--- src/rtl/alu_pkg.sv ---
// Shared opcode/state enums and flag bit positions for the sequential ALU.
package alu_pkg;

  typedef enum logic [3:0] {
    OP_AND = 4'd0,
    OP_OR  = 4'd1,
    OP_ADD = 4'd2,
    OP_INC = 4'd3,
    OP_DEC = 4'd4,
    OP_NOT = 4'd5,
    OP_SUB = 4'd6,
    OP_XOR = 4'd7,
    OP_SHL = 4'd8,
    OP_SHR = 4'd9
  } alu_op_e;

  typedef enum logic [1:0] {
    S_IDLE  = 2'd0,
    S_SHIFT = 2'd1,
    S_DONE  = 2'd2
  } alu_state_e;

  localparam int FLAG_NEG   = 3;
  localparam int FLAG_ZERO  = 2;
  localparam int FLAG_CARRY = 1;
  localparam int FLAG_OVF   = 0;

endpackage

--- src/rtl/alu_core.sv ---
// Single-cycle result/flag evaluation for every non-shift opcode.
// Shift and illegal opcodes produce a zero result with all flags clear.
module alu_core
  import alu_pkg::*;
#(
  parameter int N = 4
) (
  input  logic [N-1:0] a_i,
  input  logic [N-1:0] b_i,
  input  logic         flag_i,
  input  logic [3:0]   op_i,
  output logic [N-1:0] result_o,
  output logic [3:0]   flags_o
);

  logic [N:0]   wide;
  logic [N-1:0] opnd;
  logic [N-1:0] res;
  logic         carry;
  logic         ovf;
  logic         legal;

  always_comb begin
    wide  = '0;
    res   = '0;
    carry = 1'b0;
    ovf   = 1'b0;
    legal = 1'b1;
    opnd  = flag_i ? b_i : a_i;
    case (alu_op_e'(op_i))
      OP_AND: res = a_i & b_i;
      OP_OR:  res = a_i | b_i;
      OP_XOR: res = a_i ^ b_i;
      OP_NOT: res = ~opnd;
      OP_ADD: begin
        wide  = {1'b0, a_i} + {1'b0, b_i} + {{N{1'b0}}, flag_i};
        res   = wide[N-1:0];
        carry = wide[N];
        ovf   = (a_i[N-1] == b_i[N-1]) && (res[N-1] != a_i[N-1]);
      end
      OP_SUB: begin
        // The top bit of the N+1 wide difference is the borrow out.
        wide  = {1'b0, a_i} - {1'b0, b_i} - {{N{1'b0}}, flag_i};
        res   = wide[N-1:0];
        carry = wide[N];
        ovf   = (a_i[N-1] != b_i[N-1]) && (res[N-1] != a_i[N-1]);
      end
      OP_INC: begin
        wide  = {1'b0, opnd} + (N+1)'(1);
        res   = wide[N-1:0];
        carry = wide[N];
        ovf   = ~opnd[N-1] & res[N-1];
      end
      OP_DEC: begin
        wide  = {1'b0, opnd} - (N+1)'(1);
        res   = wide[N-1:0];
        carry = wide[N];
        ovf   = opnd[N-1] & ~res[N-1];
      end
      default: legal = 1'b0;
    endcase
    result_o = res;
    flags_o  = '0;
    if (legal) begin
      flags_o[FLAG_NEG]   = res[N-1];
      flags_o[FLAG_ZERO]  = (res == '0);
      flags_o[FLAG_CARRY] = carry;
      flags_o[FLAG_OVF]   = ovf;
    end
  end

endmodule

--- src/rtl/alu_seq.sv ---
// Handshaked ALU: one-cycle ops via alu_core, bit-serial shifts via the
// IDLE/SHIFT/DONE FSM. in_valid/in_ready accept a request only when both are
// high; out_valid holds result and flags stable until out_ready is seen.
module alu_seq
  import alu_pkg::*;
#(
  parameter int N = 4
) (
  input  logic         clk,
  input  logic         rst,
  input  logic         in_valid,
  output logic         in_ready,
  input  logic [N-1:0] ALUA,
  input  logic [N-1:0] ALUB,
  input  logic         ALUFlagIn,
  input  logic [3:0]   ALUControl,
  output logic         out_valid,
  input  logic         out_ready,
  output logic [N-1:0] ALUResult,
  output logic [3:0]   ALUFlags,
  output logic [1:0]   dbg_state_o
);

  localparam int CNT_W = $clog2(N + 1);

  alu_state_e       state_q, state_d;
  logic [CNT_W-1:0] cnt_q, cnt_d;
  logic [N-1:0]     work_q, work_d;
  logic             fill_q, fill_d;
  logic             shl_q, shl_d;
  logic [N-1:0]     result_q, result_d;
  logic [3:0]       flags_q, flags_d;

  logic [N-1:0] core_result;
  logic [3:0]   core_flags;
  logic [N-1:0] shifted;
  logic         shift_out;
  logic         is_shift;

  alu_core #(.N(N)) u_core (
    .a_i      (ALUA),
    .b_i      (ALUB),
    .flag_i   (ALUFlagIn),
    .op_i     (ALUControl),
    .result_o (core_result),
    .flags_o  (core_flags)
  );

  assign in_ready    = (state_q == S_IDLE);
  assign out_valid   = (state_q == S_DONE);
  assign ALUResult   = result_q;
  assign ALUFlags    = flags_q;
  assign dbg_state_o = state_q;

  always_comb begin
    state_d   = state_q;
    cnt_d     = cnt_q;
    work_d    = work_q;
    fill_d    = fill_q;
    shl_d     = shl_q;
    result_d  = result_q;
    flags_d   = flags_q;
    is_shift  = (ALUControl == OP_SHL) || (ALUControl == OP_SHR);
    shift_out = shl_q ? work_q[N-1] : work_q[0];
    shifted   = shl_q ? {work_q[N-2:0], fill_q} : {fill_q, work_q[N-1:1]};
    case (state_q)
      S_IDLE: begin
        if (in_valid) begin
          if (is_shift) begin
            shl_d  = (ALUControl == OP_SHL);
            fill_d = ALUFlagIn;
            work_d = ALUA;
            // Amounts beyond N behave like N: every original bit is gone.
            cnt_d  = ({1'b0, ALUB} > (N+1)'(N)) ? CNT_W'(N) : CNT_W'(ALUB);
            if (cnt_d == '0) begin
              result_d = ALUA;
              flags_d  = '0;
              flags_d[FLAG_NEG]  = ALUA[N-1];
              flags_d[FLAG_ZERO] = (ALUA == '0);
              state_d  = S_DONE;
            end else begin
              state_d = S_SHIFT;
            end
          end else begin
            result_d = core_result;
            flags_d  = core_flags;
            state_d  = S_DONE;
          end
        end
      end
      S_SHIFT: begin
        work_d = shifted;
        cnt_d  = cnt_q - CNT_W'(1);
        if (cnt_q == CNT_W'(1)) begin
          result_d = shifted;
          flags_d  = '0;
          flags_d[FLAG_NEG]   = shifted[N-1];
          flags_d[FLAG_ZERO]  = (shifted == '0);
          flags_d[FLAG_CARRY] = shift_out;
          state_d  = S_DONE;
        end
      end
      S_DONE: begin
        if (out_ready) state_d = S_IDLE;
      end
      default: state_d = S_IDLE;
    endcase
  end

  always_ff @(posedge clk) begin
    if (rst) begin
      state_q  <= S_IDLE;
      cnt_q    <= '0;
      work_q   <= '0;
      fill_q   <= 1'b0;
      shl_q    <= 1'b0;
      result_q <= '0;
      flags_q  <= '0;
    end else begin
      state_q  <= state_d;
      cnt_q    <= cnt_d;
      work_q   <= work_d;
      fill_q   <= fill_d;
      shl_q    <= shl_d;
      result_q <= result_d;
      flags_q  <= flags_d;
    end
  end

endmodule

--- config.mk ---
export PLATFORM = sky130hd
export DESIGN_NAME = alu_seq
export DESIGN_NICKNAME = d
export VERILOG_FILES = /design/src/rtl/alu_pkg.sv /design/src/rtl/alu_core.sv /design/src/rtl/alu_seq.sv
export SDC_FILE = /design/constraint.sdc
export NUM_CORES = 1
export LEC_CHECK = 0
export BUFFER_PORTS_ARGS = -buffer_cell sky130_fd_sc_hd__buf_2
export CAP_MARGIN = 10
export CORE_ASPECT_RATIO = 0.7
export CORE_UTILIZATION = 40
export CTS_BUF_LIST = sky130_fd_sc_hd__clkbuf_4 sky130_fd_sc_hd__clkbuf_8
export CTS_CLUSTER_DIAMETER = 150
export CTS_CLUSTER_SIZE = 12
export DETAILED_ROUTE_END_ITERATION = 6
export HOLD_SLACK_MARGIN = 0.03
export PLACE_DENSITY = 0.67
export SETUP_SLACK_MARGIN = 0.02
export SLEW_MARGIN = 20
export SYNTH_ARGS = -nofsm -noshare
export SYNTH_HDL_FRONTEND = slang
export SYNTH_SLANG_ARGS = --single-unit
export TNS_END_PERCENT = 20
--- constraint.sdc ---
create_clock -name clk -period 2.8 [get_ports clk]
set_input_delay 0.14 -clock clk [delete_from_list [all_inputs] [get_ports clk]]
set_output_delay 0.14 -clock clk [all_outputs]
set_load 0.01 [all_outputs]
==> metrics.csv <==
stage;metric;value;unit
worst_setup_path;critPathKind;primary input to register;
timing;period_share;81.4;%
timing;setup-violations-final;0;
cts;clk_pin_slew;60;ps
cts;cts_htree_levels;1;
job;maxCapViolations;0;
synth;synth_top_cell_area_share;18.3;%
worst_setup_path;end_kind;register;
drt;drc_errors;0;
drt;via_per_inst;5.52;
final_layout;syn_to_final_growth;9.67;%
synth;synth_top_family_by_area;compound AO/OA/AOI/OAI gates;
timing;timing.final.crit_period;2280;ps
drt;wl_per_cell;15.2;µm
die;core-area;0.00453;mm²
outcome;status;completed;
synth;synthAdderAreaFrac;16.8;%
placement;hpwl;3.83;mm
global_routing;grt_pass1_vias;1601;
timing;tightest_slew;723;ps
timing;maxSlewHeadroom;51.7;%
worst_setup_path;timing.rr.start;dbg_state_o[1];
drt;drt-initial-drc-count;152;
worst_setup_path;timing.rr.end;ALUFlags[2];
hold_path;holdPathEnd;dbg_state_o[1];
synth;synthArstFlopShare;0;%
cts;root_buffer;clkbuf_8;
power;power_density;345;mW/mm²
drt;drtAntennaViolNets;0;
worst_setup_path;crit_top_cell;ha_1;
timing;slew_violations;0;
cts;clk_path_buf_depth;2;
synth;synth_edf_count;0;
worst_setup_path;path_cells;buf_2 > inv_1 > ha_1 > ha_1 > or3_4 > o211ai_2 > nor2_1 > a221o_1 > o41ai_2;
cts;cts_buffers;3;
hold_path;hold_depth;3;
global_routing;grt_pass1_wl;8.17;mm
final_layout;fin_util;47.6;%
timing;rsz0062_at_grt;false;
synth;synth-seq-area-share;18.3;%
power;peakVddDrop;215;µV
global_routing;track_usage;20.3;%
die;dieArea;0.00521;mm²
power;fin_total_pwr;0.000744;W
synth;synthTopCellsByArea;dfxtp_1 18%, ha_1 13%, mux2i_1 6.6%, nor2_1 5.0%, fa_1 4.1%;
synth;synth-compound-area-share;22.5;%
synth;syn_inst;249;
synth;synth.largest_area_cell;dfxtp_1;
hold_path;min_from;out_ready;
final_layout;final_area;0.00216;mm²
die;row_count;20;
synth;avgSynthCellArea;7.90;µm²
timing;skew;3.09;ps
cts;cts_setup_buffers;0;
worst_setup_path;critPathSlowestCell;ha_1;
die;start_util;43.4;%
die;ios;29;
hold_path;hold_class;primary input to register;
power;leakage;0.918;nW
worst_setup_path;r2r_cells;6;
cts;cts-resized-gates;0;
worst_setup_path;path_max_fanout;7;
cts;ctsHoldBuffers;0;
global_routing;overflow;0;
die;die_w;85.8;µm
synth;netlist_area;0.00197;mm²
final_layout;finish.net_count;308;
synth;yosysWarnings;0;
die;die_height;60.7;µm
synth;synth_seq_cells;18;
worst_setup_path;startpoint_type;primary input;
placement;gp_congestion;0.908;
synth;ys_types;55;
worst_setup_path;critPathArrivalTime;2430;ps
synth;ys.flop_type;dfxtp_1;
placement;place.port_buffers;28;
synth;synthXorXnorAreaFrac;3.12;%
timing;fin_tns_setup;0;ps
global_routing;grt_max_degree;23;
drt;firstDrtPassIters;4;
synth;synth_nets;290;
worst_setup_path;slowest_delay;400;ps
timing;max_freq;439;MHz
worst_setup_path;crit_required;2950;ps
synth;synth_simple_gate_area_share;21.0;%
placement;placed_cell_area;0.00212;mm²
cts;cts_tree;built;
final_layout;layout-drive-gt1-share;16.2;%
synth;synthMuxAreaShare;9.61;%
final_layout;num_antenna_cells;0;
timing;hold_viol;0;
drt;drt-total-wl;5.03;mm
cts;clkSinkCount;18;
cts;clk_latency;250;ps
worst_setup_path;ff2ff_setup_slack;980;ps
drt;routed-via-count;1826;
global_routing;antenna_found_initial;0;
[routing by layer]
metal | GRT usage, % | vias up | wire (µm)
met2 | 28.7 | 56 | 2050
met5 | 0 | - | 0
li1 | - | 932 | -
met3 | 4.35 | 4 | 316
met1 | 32.0 | 834 | 2640
met4 | 2.38 | 0 | 30
[synthesized netlist by cell type, types with 2 or more instances]
| cell | count |
|---|---|
| inv_1 | 21 |
| a221oi_1 | 2 |
| a31oi_1 | 7 |
| clkbuf_1 | 6 |
| dfxtp_1 | 18 |
| buf_2 | 8 |
| xor2_1 | 2 |
| o21ai_0 | 4 |
| ha_1 | 20 |
| nor2b_1 | 4 |
| nand3b_1 | 3 |
| a22oi_1 | 3 |
| a211oi_1 | 2 |
| o211ai_1 | 5 |
| nor3_1 | 8 |
| buf_4 | 2 |
| xnor2_1 | 5 |
| a21o_1 | 2 |
| nor4_1 | 2 |
| fa_1 | 4 |
| mux2i_1 | 13 |
| a21oi_1 | 15 |
| a311oi_1 | 4 |
| nor2_1 | 26 |
| nand3_1 | 8 |
| mux2_2 | 3 |
| and3_1 | 5 |
| nand2_1 | 13 |
| nand2b_1 | 5 |
| o21ai_1 | 4 |
[registers in the layout, indices dropped and copies added (netlist names)]
name and cells:
ALUResult 4, work_q 4, ALUFlags 3, cnt_q 3
dbg_state_o 2, fill_q 1, shl_q 1
[worst max-delay path: cells and delay by family]
kind	cells	cell delay, ps
AO/OA/AOI/OAI	3	800
adder cells (fa/ha/maj)	2	770
buffers and inverters	2	280
AND/OR/NAND/NOR	2	440
[worst max path at each step]
stage	start	endpoint
global placement	ALUA[3]	ALUFlags[2]
CTS	ALUA[3]	ALUFlags[2]
global route	ALUA[3]	ALUFlags[2]
floorplan	ALUA[3]	ALUFlags[2]
detailed placement	ALUA[3]	ALUFlags[2]
finish	ALUA[3]	ALUFlags[2]
[cells by family after synthesis]
logic type,count (synthesis)
AOI/OAI and AO/OA,63
xor gates and xnor gates,7
adders and majority gates,24
buffers and inverters,39
DFF,18
muxes,18
and+or+nand+nor,80
[per-stage QoR]
step                      hold slack (ps)  instances  setup slack, ps
after global routing                  150        331              403
after detailed placement              414        328              287
final                                 145        331              521
after global placement                414        328              339
after CTS                             147        331              547
after floorplan                       298        249              642
[cell usage in the layout (no fill, tap or decap), types with 2 or more instances in the layout]
cell type and count:
a211oi_1 2, a21o_1 2, a21oi_1 15, a221oi_1 2
a22oi_1 3, a311oi_1 4, a31oi_1 7, and3_1 5
buf_2 28, buf_4 2, clkbuf_8 3, dfxtp_1 18
fa_1 4, ha_1 20, inv_1 21, mux2_2 3
mux2i_1 13, nand2_1 13, nand2b_1 5, nand3_1 8
nand3b_1 3, nor2_1 26, nor2b_1 4, nor3_1 8
nor4_1 2, o211ai_1 5, o21ai_0 4, o21ai_1 4
xnor2_1 5, xor2_1 2
[where the power goes]
part           internal [W]  leakage, nW  switching [W]
clock             0.0000955       0.0216      0.0000820
sequential         0.000270        0.147      0.0000100
combinational      0.000118        0.750       0.000169
total              0.000483        0.918       0.000261
[final cells by class]
cell class | count | area (µm²)
Inverter | 22 | 82.6
Tap cell | 66 | 82.6
Timing Repair Buffer | 30 | 155
Multi-Input combinational cell | 192 | 1440
Clock buffer | 3 | 41.3
Sequential cell | 18 | 360
Fill cell | 445 | 2370
Power figures use the tool's default switching activity.
